$ cat config.mk
export PLATFORM = sky130hd
export DESIGN_NAME = uart_boot_loader
export DESIGN_NICKNAME = d
export VERILOG_FILES = /design/src/rtl/uart_boot_loader_pkg.sv /design/src/rtl/uart_boot_loader.sv
export SDC_FILE = /design/constraint.sdc
export NUM_CORES = 1
export LEC_CHECK = 0
export ABC_CLOCK_PERIOD_IN_PS = 3440
export CORE_ASPECT_RATIO = 0.75
export CORE_MARGIN = 2
export CORE_UTILIZATION = 61
export DETAILED_ROUTE_END_ITERATION = 8
export HOLD_SLACK_MARGIN = 0.02
export PLACE_DENSITY = 0.83
export SLEW_MARGIN = 20
export SYNTH_ARGS = -nofsm -noshare
export SYNTH_HDL_FRONTEND = slang
export SYNTH_SLANG_ARGS = --single-unit
$ cat constraint.sdc
create_clock -name i_clk -period 3.44 [get_ports i_clk]
set_clock_uncertainty 0.15 [all_clocks]
set_input_delay 0.688 -clock i_clk [delete_from_list [all_inputs] [get_ports i_clk]]
set_output_delay 0.688 -clock i_clk [all_outputs]
set_load 0.01 [all_outputs]
$ cat src/rtl/uart_boot_loader_pkg.sv
// Shared definitions for the UART boot loader: FSM state encoding and error codes.
package uart_boot_loader_pkg;

    typedef enum logic [2:0] {
        ST_IDLE  = 3'd0,
        ST_LEN   = 3'd1,
        ST_DATA  = 3'd2,
        ST_WRITE = 3'd3,
        ST_DONE  = 3'd4,
        ST_ERROR = 3'd5
    } state_t;

    localparam logic [1:0] ERR_NONE    = 2'd0;
    localparam logic [1:0] ERR_TIMEOUT = 2'd1;
    localparam logic [1:0] ERR_OVERRUN = 2'd2;
    localparam logic [1:0] ERR_LENGTH  = 2'd3;

endpackage

$ cat src/rtl/uart_boot_loader.sv
// Boot loader: parses a length-prefixed big-endian word image from UART byte strobes
// and writes it word-by-word into memory over a req/ack port.
module uart_boot_loader
    import uart_boot_loader_pkg::*;
#(
    parameter int                ADDR_W       = 24,
    parameter logic [ADDR_W-1:0] BASE_ADDR    = '0,
    parameter logic [ADDR_W-1:0] MAX_WORDS    = ADDR_W'(32'hFFFF),
    parameter int                TIMEOUT_CLKS = 2000000
) (
    input  logic              i_clk,
    input  logic              i_rst_n,
    input  logic              i_enable,
    input  logic              i_rx_done,
    input  logic [7:0]        i_rx_data,
    output logic [ADDR_W-1:0] o_mem_addr,
    output logic [31:0]       o_mem_wdata,
    output logic              o_mem_we,
    input  logic              i_mem_ack,
    output logic              o_busy,
    output logic              o_boot_done,
    output logic              o_error,
    output logic [1:0]        o_err_code,
    output logic [31:0]       o_checksum
);

    localparam int TMO_W = $clog2(TIMEOUT_CLKS);

    state_t            r_state,      w_state_next;
    logic [31:0]       r_word,       w_word_next;
    logic [1:0]        r_byte_cnt,   w_byte_cnt_next;
    logic [31:0]       r_words_left, w_words_left_next;
    logic              r_hold_valid, w_hold_valid_next;
    logic [7:0]        r_hold_data,  w_hold_data_next;
    logic [TMO_W-1:0]  r_tmo_cnt,    w_tmo_cnt_next;
    logic [ADDR_W-1:0] r_mem_addr,   w_mem_addr_next;
    logic [31:0]       r_mem_wdata,  w_mem_wdata_next;
    logic [31:0]       r_checksum,   w_checksum_next;
    logic              r_error,      w_error_next;
    logic [1:0]        r_err_code,   w_err_code_next;

    logic [7:0]        w_take_byte;
    logic [31:0]       w_shifted;
    logic              w_tmo_hit;

    // A byte parked during WRITE always wins over a fresh strobe in DATA.
    assign w_take_byte = r_hold_valid ? r_hold_data : i_rx_data;
    assign w_shifted   = {r_word[23:0], w_take_byte};
    assign w_tmo_hit   = (r_tmo_cnt == TMO_W'(TIMEOUT_CLKS - 1));

    always_ff @(posedge i_clk or negedge i_rst_n) begin
        if (!i_rst_n) begin
            r_state      <= ST_IDLE;
            r_word       <= '0;
            r_byte_cnt   <= '0;
            r_words_left <= '0;
            r_hold_valid <= 1'b0;
            r_hold_data  <= '0;
            r_tmo_cnt    <= '0;
            r_mem_addr   <= '0;
            r_mem_wdata  <= '0;
            r_checksum   <= '0;
            r_error      <= 1'b0;
            r_err_code   <= ERR_NONE;
        end else begin
            r_state      <= w_state_next;
            r_word       <= w_word_next;
            r_byte_cnt   <= w_byte_cnt_next;
            r_words_left <= w_words_left_next;
            r_hold_valid <= w_hold_valid_next;
            r_hold_data  <= w_hold_data_next;
            r_tmo_cnt    <= w_tmo_cnt_next;
            r_mem_addr   <= w_mem_addr_next;
            r_mem_wdata  <= w_mem_wdata_next;
            r_checksum   <= w_checksum_next;
            r_error      <= w_error_next;
            r_err_code   <= w_err_code_next;
        end
    end

    always_comb begin
        w_state_next      = r_state;
        w_word_next       = r_word;
        w_byte_cnt_next   = r_byte_cnt;
        w_words_left_next = r_words_left;
        w_hold_valid_next = r_hold_valid;
        w_hold_data_next  = r_hold_data;
        w_tmo_cnt_next    = r_tmo_cnt;
        w_mem_addr_next   = r_mem_addr;
        w_mem_wdata_next  = r_mem_wdata;
        w_checksum_next   = r_checksum;
        w_error_next      = r_error;
        w_err_code_next   = r_err_code;

        case (r_state)
            ST_IDLE: begin
                if (i_enable && i_rx_done) begin
                    w_state_next      = ST_LEN;
                    w_word_next       = {24'h0, i_rx_data};
                    w_byte_cnt_next   = 2'd1;
                    w_tmo_cnt_next    = '0;
                    w_hold_valid_next = 1'b0;
                    w_checksum_next   = '0;
                    w_error_next      = 1'b0;
                    w_err_code_next   = ERR_NONE;
                end
            end
            ST_LEN, ST_DATA: begin
                if (r_state == ST_DATA && r_hold_valid) begin
                    w_hold_valid_next = i_rx_done;
                    w_hold_data_next  = i_rx_data;
                end
                if (i_rx_done || (r_state == ST_DATA && r_hold_valid)) begin
                    w_word_next     = w_shifted;
                    w_byte_cnt_next = r_byte_cnt + 2'd1;
                    w_tmo_cnt_next  = '0;
                    if (r_byte_cnt == 2'd3) begin
                        if (r_state == ST_DATA) begin
                            w_mem_wdata_next = w_shifted;
                            w_state_next     = ST_WRITE;
                        end else if (w_shifted == 32'd0) begin
                            w_state_next = ST_DONE;
                        end else if (w_shifted > 32'(MAX_WORDS)) begin
                            w_state_next    = ST_ERROR;
                            w_error_next    = 1'b1;
                            w_err_code_next = ERR_LENGTH;
                        end else begin
                            w_state_next      = ST_DATA;
                            w_mem_addr_next   = BASE_ADDR;
                            w_words_left_next = w_shifted;
                        end
                    end
                end else if (w_tmo_hit) begin
                    w_state_next    = ST_ERROR;
                    w_error_next    = 1'b1;
                    w_err_code_next = ERR_TIMEOUT;
                end else begin
                    w_tmo_cnt_next = r_tmo_cnt + TMO_W'(1);
                end
            end
            ST_WRITE: begin
                if (i_rx_done && r_hold_valid) begin
                    w_state_next      = ST_ERROR;
                    w_error_next      = 1'b1;
                    w_err_code_next   = ERR_OVERRUN;
                    w_hold_valid_next = 1'b0;
                end else begin
                    if (i_rx_done) begin
                        w_hold_valid_next = 1'b1;
                        w_hold_data_next  = i_rx_data;
                    end
                    if (i_mem_ack) begin
                        w_checksum_next   = r_checksum ^ r_mem_wdata;
                        w_mem_addr_next   = r_mem_addr + ADDR_W'(1);
                        w_words_left_next = r_words_left - 32'd1;
                        if (r_words_left == 32'd1) begin
                            w_state_next      = ST_DONE;
                            w_hold_valid_next = 1'b0;
                        end else begin
                            w_state_next = ST_DATA;
                        end
                    end
                end
            end
            ST_DONE, ST_ERROR: begin
                if (!i_enable) begin
                    w_state_next = ST_IDLE;
                end
            end
            default: w_state_next = ST_IDLE;
        endcase
    end

    assign o_mem_addr  = r_mem_addr;
    assign o_mem_wdata = r_mem_wdata;
    assign o_mem_we    = (r_state == ST_WRITE);
    assign o_busy      = (r_state == ST_LEN) || (r_state == ST_DATA) || (r_state == ST_WRITE);
    assign o_boot_done = (r_state == ST_DONE);
    assign o_error     = r_error;
    assign o_err_code  = r_err_code;
    assign o_checksum  = r_checksum;

endmodule

==> out/metrics.cfg, run 1 <==
[die]
die_y_microns=112
start_util_pct=62.3
die_x_microns=148
rows=39
die_area_sq_mm=0.0166
coreArea_sq_mm=0.0152
io_pins=107

[route]
wl_microns=24400
final_antenna_net_count=0
wl_per_cell_microns=19.0
vias=8359
first_pass_iters=5
drt_iter0_markers=904
remaining_drc_errors=0
vias_per_cell=6.49

[power_and_ir_drop]
vdd_drop_max_mv=0.536
pwr-share-seq_pct=37.3
p_switching_mw=3.88
p_int_mw=5.81
p_comb_share_pct=41.0
leakage_nw=4.69
p_sw_share_pct=40.1
pwr-share-clk_pct=21.7
p_per_area_mw_per_mm2=848

[yosys]
synth_edf_count=0
yosys.cell_types.count=86
async_reset_ff_share_pct=100
syn_nets=1001
synth_area_per_cell_sq_um=9.64
ys_seq_area_share_pct=48.0
synthTopCellsByArea=dfrtp_1 (48%), o21ai_0 (4.6%), mux2_2 (4.3%)
synth_largest_area_cell=dfrtp_1
synth.cell_area_sq_mm=0.00948
synthCells=983
synth-warning-count=0
ys_ff_latch=182
ys.flop_type=dfrtp_1
synth_top_cell_area_share_pct=48.0

[setup_path]
path_class=flip-flop to output port
end_kind=output port
crit_required_ns=2.60
critPathArrivalTime_ns=2.35
path_max_fanout=20
cp-start-kind=flip-flop

[global_route]
grt_start_max_net_pins=73
antenna_found_initial=0
grtUsageTotal_pct=30.5
grt_pass1_vias=7716
grt_first_pass_wirelength_microns=40600
grt_overflow=0

[clocking]
cts_buffers=17
htreeDepth=4
clk_pin_slew_ns=0.07
cts_tree=yes
postCtsHoldBufs=0
cts_setup_buffers=0
cts_buffer_depth=2
clk_latency_ns=0.43
cts_num_sinks=182
cts_root_buffer=clkbuf_16
cts_resized=0

[sta]
period_minus_slack_ns=3.18
hold_viol_final=0
rsz0062_at_grt=no
worst_slew_pin_slew_ns=0.913
finalSetupViolCount=0
tns_ns=0
fin_hold_ws_ns=0.0311
fin_crit_sh_pct=92.5
max_freq_mhz=314
maxSlewHeadroom_pct=39.1
drv_slew=0

[layout]
antennaDiodeCount=0
drive_gt1_share_pct=11.6
final_area_sq_mm=0.0114
nNetsFinal=1087
fillers=1051
syn_to_final_growth_pct=20.5

[place]
place_area_sq_mm=0.0108
place_congestion=0.879
io_buffer_count=106
dp_hpwl_microns=16000

[hold_path]
min_path_type=input port to async pin

[status]
status=finished clean

[flow_run]
drv_cap=0

-- kinds of logic (layout without fill, tap and decap cells) --
group           count (synthesis)  in the layout  synth area share (%)
compound gates                315            315                  21.9
xor+xnor                       10             10                 0.924
fa+ha+maj                       5              5                 0.660
buf+inv                       109            208                  4.62
flops                         182            182                  48.0
mux                            49             49                  5.65
simple gates                  313            313                  18.2
-- power by group through the flow --
stage | registers [mW] | clock network (mW) | logic [mW]
detailed placement | 3.61 | 0 | 3.91
floorplan | 3.49 | 0 | 2.35
global route | 3.71 | 2.23 | 4.35
CTS | 3.59 | 2.12 | 3.95
global placement | 3.59 | 0 | 3.77
finish | 3.62 | 2.10 | 3.97
-- metrics by stage --
stage               setup WS, ns  instances  util (%)  power, mW
floorplan                  0.948        983         -       5.84
global placement           0.486       1255      70.8       7.35
detailed placement         0.442       1255      70.8       7.52
CTS                        0.263       1287      75.0       9.66
global route               0.158       1287      75.0       10.3
finish                     0.257       1287      75.0       9.69
-- worst max-delay path, cell delays in order (launching register included) --
cell,delay [ns]
dfrtp_1,0.77
nand3b_1,0.37
inv_1,0.21
clkdlybuf4s50_1,0.56
-- cell usage in the layout (no fill, tap or decap), types with 10 or more instances in the layout --
master	n
mux2i_1	13
nand2_1	70
nand3_1	21
buf_4	23
a22o_1	18
nand4_1	12
and3_1	16
clkdlybuf4s50_1	105
nor3_1	20
dfrtp_1	182
o21ai_0	88
or4_1	12
o211ai_1	15
inv_1	42
a21oi_1	67
or3_1	40
nor2_1	52
nor4_1	19
mux2_2	36
a2bb2oi_1	10
clkbuf_16	17
a31oi_1	35
-- worst paths after layout --
kind,from,endpoint,slack (ns),cells past startpoint
max,r_state[0],o_mem_we,0.26,3
min,i_rst_n,o_checksum[20],0.03,1
max reg2reg,r_hold_valid,o_checksum[14],0.46,7
min reg2reg,r_words_left[30],r_words_left[30],0.33,1
max in group asynchronous,i_rst_n,r_words_left[6],2.37,2
min in group i_clk,r_words_left[30],r_words_left[30],0.33,1
-- cell type report --
cell class / count / area, sq um / area share [%]
Multi-Input combinational cell: 692 / 4500 / 39.4
Clock inverter: 15 / 211 / 1.85
Timing Repair Buffer: 133 / 1320 / 11.5
Tap cell: 205 / 256 / 2.25
Sequential cell: 182 / 4550 / 39.9
Clock buffer: 17 / 425 / 3.72
Inverter: 43 / 161 / 1.41
-- Yosys cell counts, drive strengths merged, types with 9 or more instances --
| cell | instances |
|---|---|
| nor2 | 53 |
| a2bb2oi | 10 |
| a22o | 18 |
| a21o | 9 |
| mux2i | 13 |
| nor4 | 22 |
| nand4 | 12 |
| nor3 | 23 |
| a31oi | 35 |
| o211ai | 15 |
| a21oi | 68 |
| clkbuf | 43 |
| inv | 43 |
| nand2 | 70 |
| and3 | 16 |
| buf | 23 |
| or4 | 13 |
| mux2 | 36 |
| o21ai | 91 |
| or3 | 41 |
| dfrtp | 182 |
| nand3 | 21 |
-- metal layers --
layer / GRT usage [%] / up-vias / wire (microns)
met3: 6.02 / 32 / 1780
li1: - / 3844 / -
met2: 45.0 / 357 / 11200
met1: 46.9 / 4126 / 11200
met5: 0 / - / 0
met4: 7.05 / 0 / 284
-- state kept, by name (all words and copies together) (netlist names), 3 cells and up --
name and count:
r_tmo_cnt 21, o_checksum 32, r_words_left 32, r_state 3
o_mem_addr 24, o_mem_wdata 32, r_hold_data 8, r_word 24
Note: power is estimated with default switching activity, not from simulation.
==> run 2, diff against run 1 <==
- CAP_MARGIN: unset -> 0
- CORE_UTILIZATION: 61 -> 34
- PLACE_DENSITY: 0.83 -> 0.5
==> run 2 against run 1 <==
Net effect: worst setup slack better by 0.16 ns; combinational power about the same; critical path type unchanged; count of clock-buffer cells in the layout up 3; core utilization down 32 points; die area up 77%; critical path depth unchanged; final area up 1.6%.
==> out/metrics.cfg, run 2 (synthesis results as in run 1) <==
[die]
io_pins=107
die_x_microns=197
die_y_microns=149
die_area_sq_mm=0.0292
start_util_pct=34.9
rows=52
coreArea_sq_mm=0.0272

[layout]
final_common_cell=dfrtp_1
layout_common_cells=dfrtp_1 (182), clkdlybuf4s50_1 (105), o21ai_0 (88), nand2_1 (70), a21oi_1 (67)
final_core_util_pct=42.7
drive_gt1_share_pct=11.8
final_area_sq_mm=0.0116
syn_to_final_growth_pct=22.4
nNetsFinal=1090

[global_route]
grt_pass1_vias=7595
grt_first_pass_wirelength_microns=43300
grtUsageTotal_pct=18.7
grt_start_max_net_pins=87
antenna_found_initial=0
grt_overflow=0

[clocking]
cts_buffers=17
clk_pin_slew_ns=0.07
cts_num_sinks=182
cts_buffer_depth=2
clk_latency_ns=0.44
cts_resized=0
htreeDepth=4
postCtsHoldBufs=0
cts_setup_buffers=0
cts_root_buffer=clkbuf_16
cts_tree=yes

[setup_path]
reg2reg_from=r_hold_valid
path_max_fanout=16
critPathArrivalTime_ns=2.18
end_kind=output port
cp-start-kind=flip-flop
path_class=flip-flop to output port
crit_start=r_state[2]
crit_required_ns=2.60

[place]
place_congestion=0.788
preCtsSetupSlack_ns=0.271
place_area_sq_mm=0.0110
dp_hpwl_microns=18000
io_buffer_count=106

[sta]
setup_ws_ns=0.419
tns_ns=0
max_freq_mhz=331
fin_crit_sh_pct=87.8
worst_slew_pin_slew_ns=0.820
maxSlewHeadroom_pct=45.3
finalSetupViolCount=0
rsz0062_at_grt=no
period_minus_slack_ns=3.02
drv_slew=0
hold_viol_final=0

[route]
wl_per_cell_microns=18.4
final_antenna_net_count=0
remaining_drc_errors=0
drt_iter0_markers=569
vias=7961
vias_per_cell=5.54
wl_microns=26400
first_pass_iters=5

[flow_run]
drv_cap=0

[status]
status=finished clean

[hold_path]
min_path_type=input port to async pin

[power_and_ir_drop]
p_per_area_mw_per_mm2=833
leakage_nw=4.71
vdd_drop_max_mv=0.436

run 2: changes by cell type in the layout (fill, tap and decap cells not counted), moves of 2 or more:
cell	previous run	this run
buf_12	4	2
clkbuf_8	0	4
buf_4	23	28
clkinvlp_4	3	1
run 2: through the flow:
step / hold slack (ns) / power, mW / cells
detailed placement: 0.319 / 7.64 / 1404
global placement: 0.312 / 7.58 / 1404
CTS: 0.189 / 9.78 / 1436
finish: 0.159 / 9.67 / 1437
global route: 0.200 / 10.4 / 1436
floorplan: 0.242 / 5.84 / 983
run 2: power by group:
group | internal, mW | total (mW) | switching, mW | leakage, nW
logic | 1.81 | 3.97 | 2.16 | 2.01
registers | 2.82 | 3.60 | 0.783 | 2.39
clock network | 1.16 | 2.10 | 0.938 | 0.307
run 2: path summary, 6_finish.rpt:
path | end | slack, ns | depth (start not counted)
max in group asynchronous | o_mem_addr[1] | 2.08 | 2
worst min-delay path | o_checksum[19] | 0.16 | 1
worst max register to register | r_words_left[11] | 0.59 | 6
worst max-delay path | o_mem_we | 0.42 | 3
min in group i_clk | r_byte_cnt[0] | 0.33 | 1
worst min register to register | r_byte_cnt[0] | 0.33 | 1
run 2: worst max-delay path, stage by stage (launching register included):
cell             delay, ns
dfrtp_1               0.58
nand3b_1              0.38
inv_1                 0.23
clkdlybuf4s50_1       0.57
run 2: final cells by class:
cell class                      count  area (sq um)
Multi-Input combinational cell    692          4510
Sequential cell                   182          4550
Antenna cell                        1          2.50
Tap cell                          351           439
Inverter                           43           161
Timing Repair Buffer              136          1320
Fill cell                        2623         15600
Clock buffer                       20           467
Clock inverter                     12           158
run 2: routing by layer:
layer | GRT usage (%) | part of all wire, %
met5 | 0 | 0
met4 | 3.95 | 0.94
met3 | 3.58 | 4.3
met2 | 26.2 | 42
met1 | 29.6 | 53
==> run 3, diff against run 2 <==
- PLACE_DENSITY: 0.5 -> 0.52
- TNS_END_PERCENT: unset -> 100
==> run 3 against run 2 <==
Net effect: global-route usage down 0.20 points; first-iteration DRC count down 15%; worst setup slack better by 0.14 ns; sequential power about the same; sequential cell count unchanged; count of clock-buffer cells in the layout up 1; critical path depth unchanged; clock power down 7%; core utilization down 0.16 points; die area unchanged; fmax up 4.9%; via count up 1.0%; critical path type unchanged.
==> out/metrics.cfg, run 3 (synthesis results as in run 1) <==
[global_route]
grt_pass1_vias=7516
grtUsageTotal_pct=18.5
grt_overflow=0
grt_start_max_net_pins=63
antenna_found_initial=0
grt_first_pass_wirelength_microns=42900

[sta]
drv_slew=0
worst_slew_pin_slew_ns=0.837
rsz0062_at_grt=no
tns_ns=0
maxSlewHeadroom_pct=44.2
hold_viol_final=0
finalSetupViolCount=0
fin_crit_sh_pct=83.7
period_minus_slack_ns=2.88
max_freq_mhz=347
fin_hold_ws_ns=0.0900

[clocking]
clk_latency_ns=0.44
postCtsHoldBufs=0
cts_buffers=17
cts_root_buffer=clkbuf_16
cts_setup_buffers=0
cts_num_sinks=182
htreeDepth=4
cts_tree=yes
cts_resized=0
clk_pin_slew_ns=0.07
cts_buffer_depth=2

[layout]
syn_to_final_growth_pct=21.9
nNetsFinal=1090
regArea_sq_mm=0.00455
layout_common_cells=dfrtp_1 (182), clkdlybuf4s50_1 (105), o21ai_0 (88), nand2_1 (70), a21oi_1 (67)
drive_gt1_share_pct=11.5
final_common_cell=dfrtp_1
antennaDiodeCount=0
fillers=2649
multi_input_area_sq_mm=0.00451
final_area_sq_mm=0.0116

[route]
first_pass_iters=5
wl_per_cell_microns=18.4
remaining_drc_errors=0
final_antenna_net_count=0
vias=8042
dr_wl_met2_microns=11300
vias_per_cell=5.60
wl_met3_microns=1170
drt_iter0_markers=482
wl_microns=26300
top_layer_used=met4
wl_met1_microns=13700

[setup_path]
cp_top_family=buffers and inverters
crit_start=r_state[2]
cp-start-kind=flip-flop
path_max_fanout=9
crit_required_ns=2.60
critPathSlowestCell=dfrtp_1
crit_path_cell_trace=inv_1 > nor3_1 > clkdlybuf4s50_1
critPathArrivalTime_ns=2.04
crit_buf_inv=2
reg2reg_from=r_hold_valid
slowest_delay_ns=0.60
path_class=flip-flop to output port
end_kind=output port

[flow_run]
drv_cap=0

[hold_path]
min_path_type=input port to async pin

[die]
die_x_microns=197
die_area_sq_mm=0.0292
rows=52
die_y_microns=149
io_pins=107
start_util_pct=34.9
coreArea_sq_mm=0.0272

[power_and_ir_drop]
p_per_area_mw_per_mm2=826
vdd_drop_max_mv=0.400
total_power_mw=9.55
leakage_nw=4.68

[place]
dp_hpwl_microns=17900
place_congestion=0.819
io_buffer_count=106
place_area_sq_mm=0.0110

[status]
status=finished clean

-- run 3: worst paths after layout --
check / end / slack, ns / cells past startpoint
worst max register to register: r_words_left[1] / 0.62 / 6
worst min-delay path: r_tmo_cnt[6] / 0.09 / 1
min in group i_clk: r_byte_cnt[0] / 0.33 / 1
worst max-delay path: o_boot_done / 0.56 / 3
max in group asynchronous: r_words_left[2] / 2.24 / 2
worst min register to register: r_byte_cnt[0] / 0.33 / 1
-- run 3: cell type report --
cell class / instances / area share (%)
Multi-Input combinational cell: 692 / 39.0
Inverter: 43 / 1.40
Sequential cell: 182 / 39.4
Tap cell: 351 / 3.80
Clock buffer: 21 / 3.98
Clock inverter: 10 / 0.963
Timing Repair Buffer: 136 / 11.5
-- run 3: metal layers --
layer | vias up | GRT usage (%)
met5 | - | 0
met4 | 0 | 3.27
met3 | 10 | 3.49
met2 | 180 | 26.5
met1 | 4005 | 29.0
li1 | 3847 | -
-- run 3: power breakdown --
part           total, mW  leakage, nW  switching [mW]  internal [mW]
combinational       3.99         2.02            2.15           1.83
clock               1.96        0.275           0.908           1.05
sequential          3.61         2.39           0.788           2.82
total               9.55         4.68            3.85           5.71
-- run 3: metrics by stage --
| stage | instances | util [%] | setup slack (ns) |
|---|---|---|---|
| final | 1435 | 42.5 | 0.560 |
| after CTS | 1435 | 42.5 | 0.548 |
| after floorplan | 983 | - | 0.948 |
| after global placement | 1404 | 40.4 | 0.342 |
| after global routing | 1435 | 42.5 | 0.453 |
| after detailed placement | 1404 | 40.4 | 0.267 |
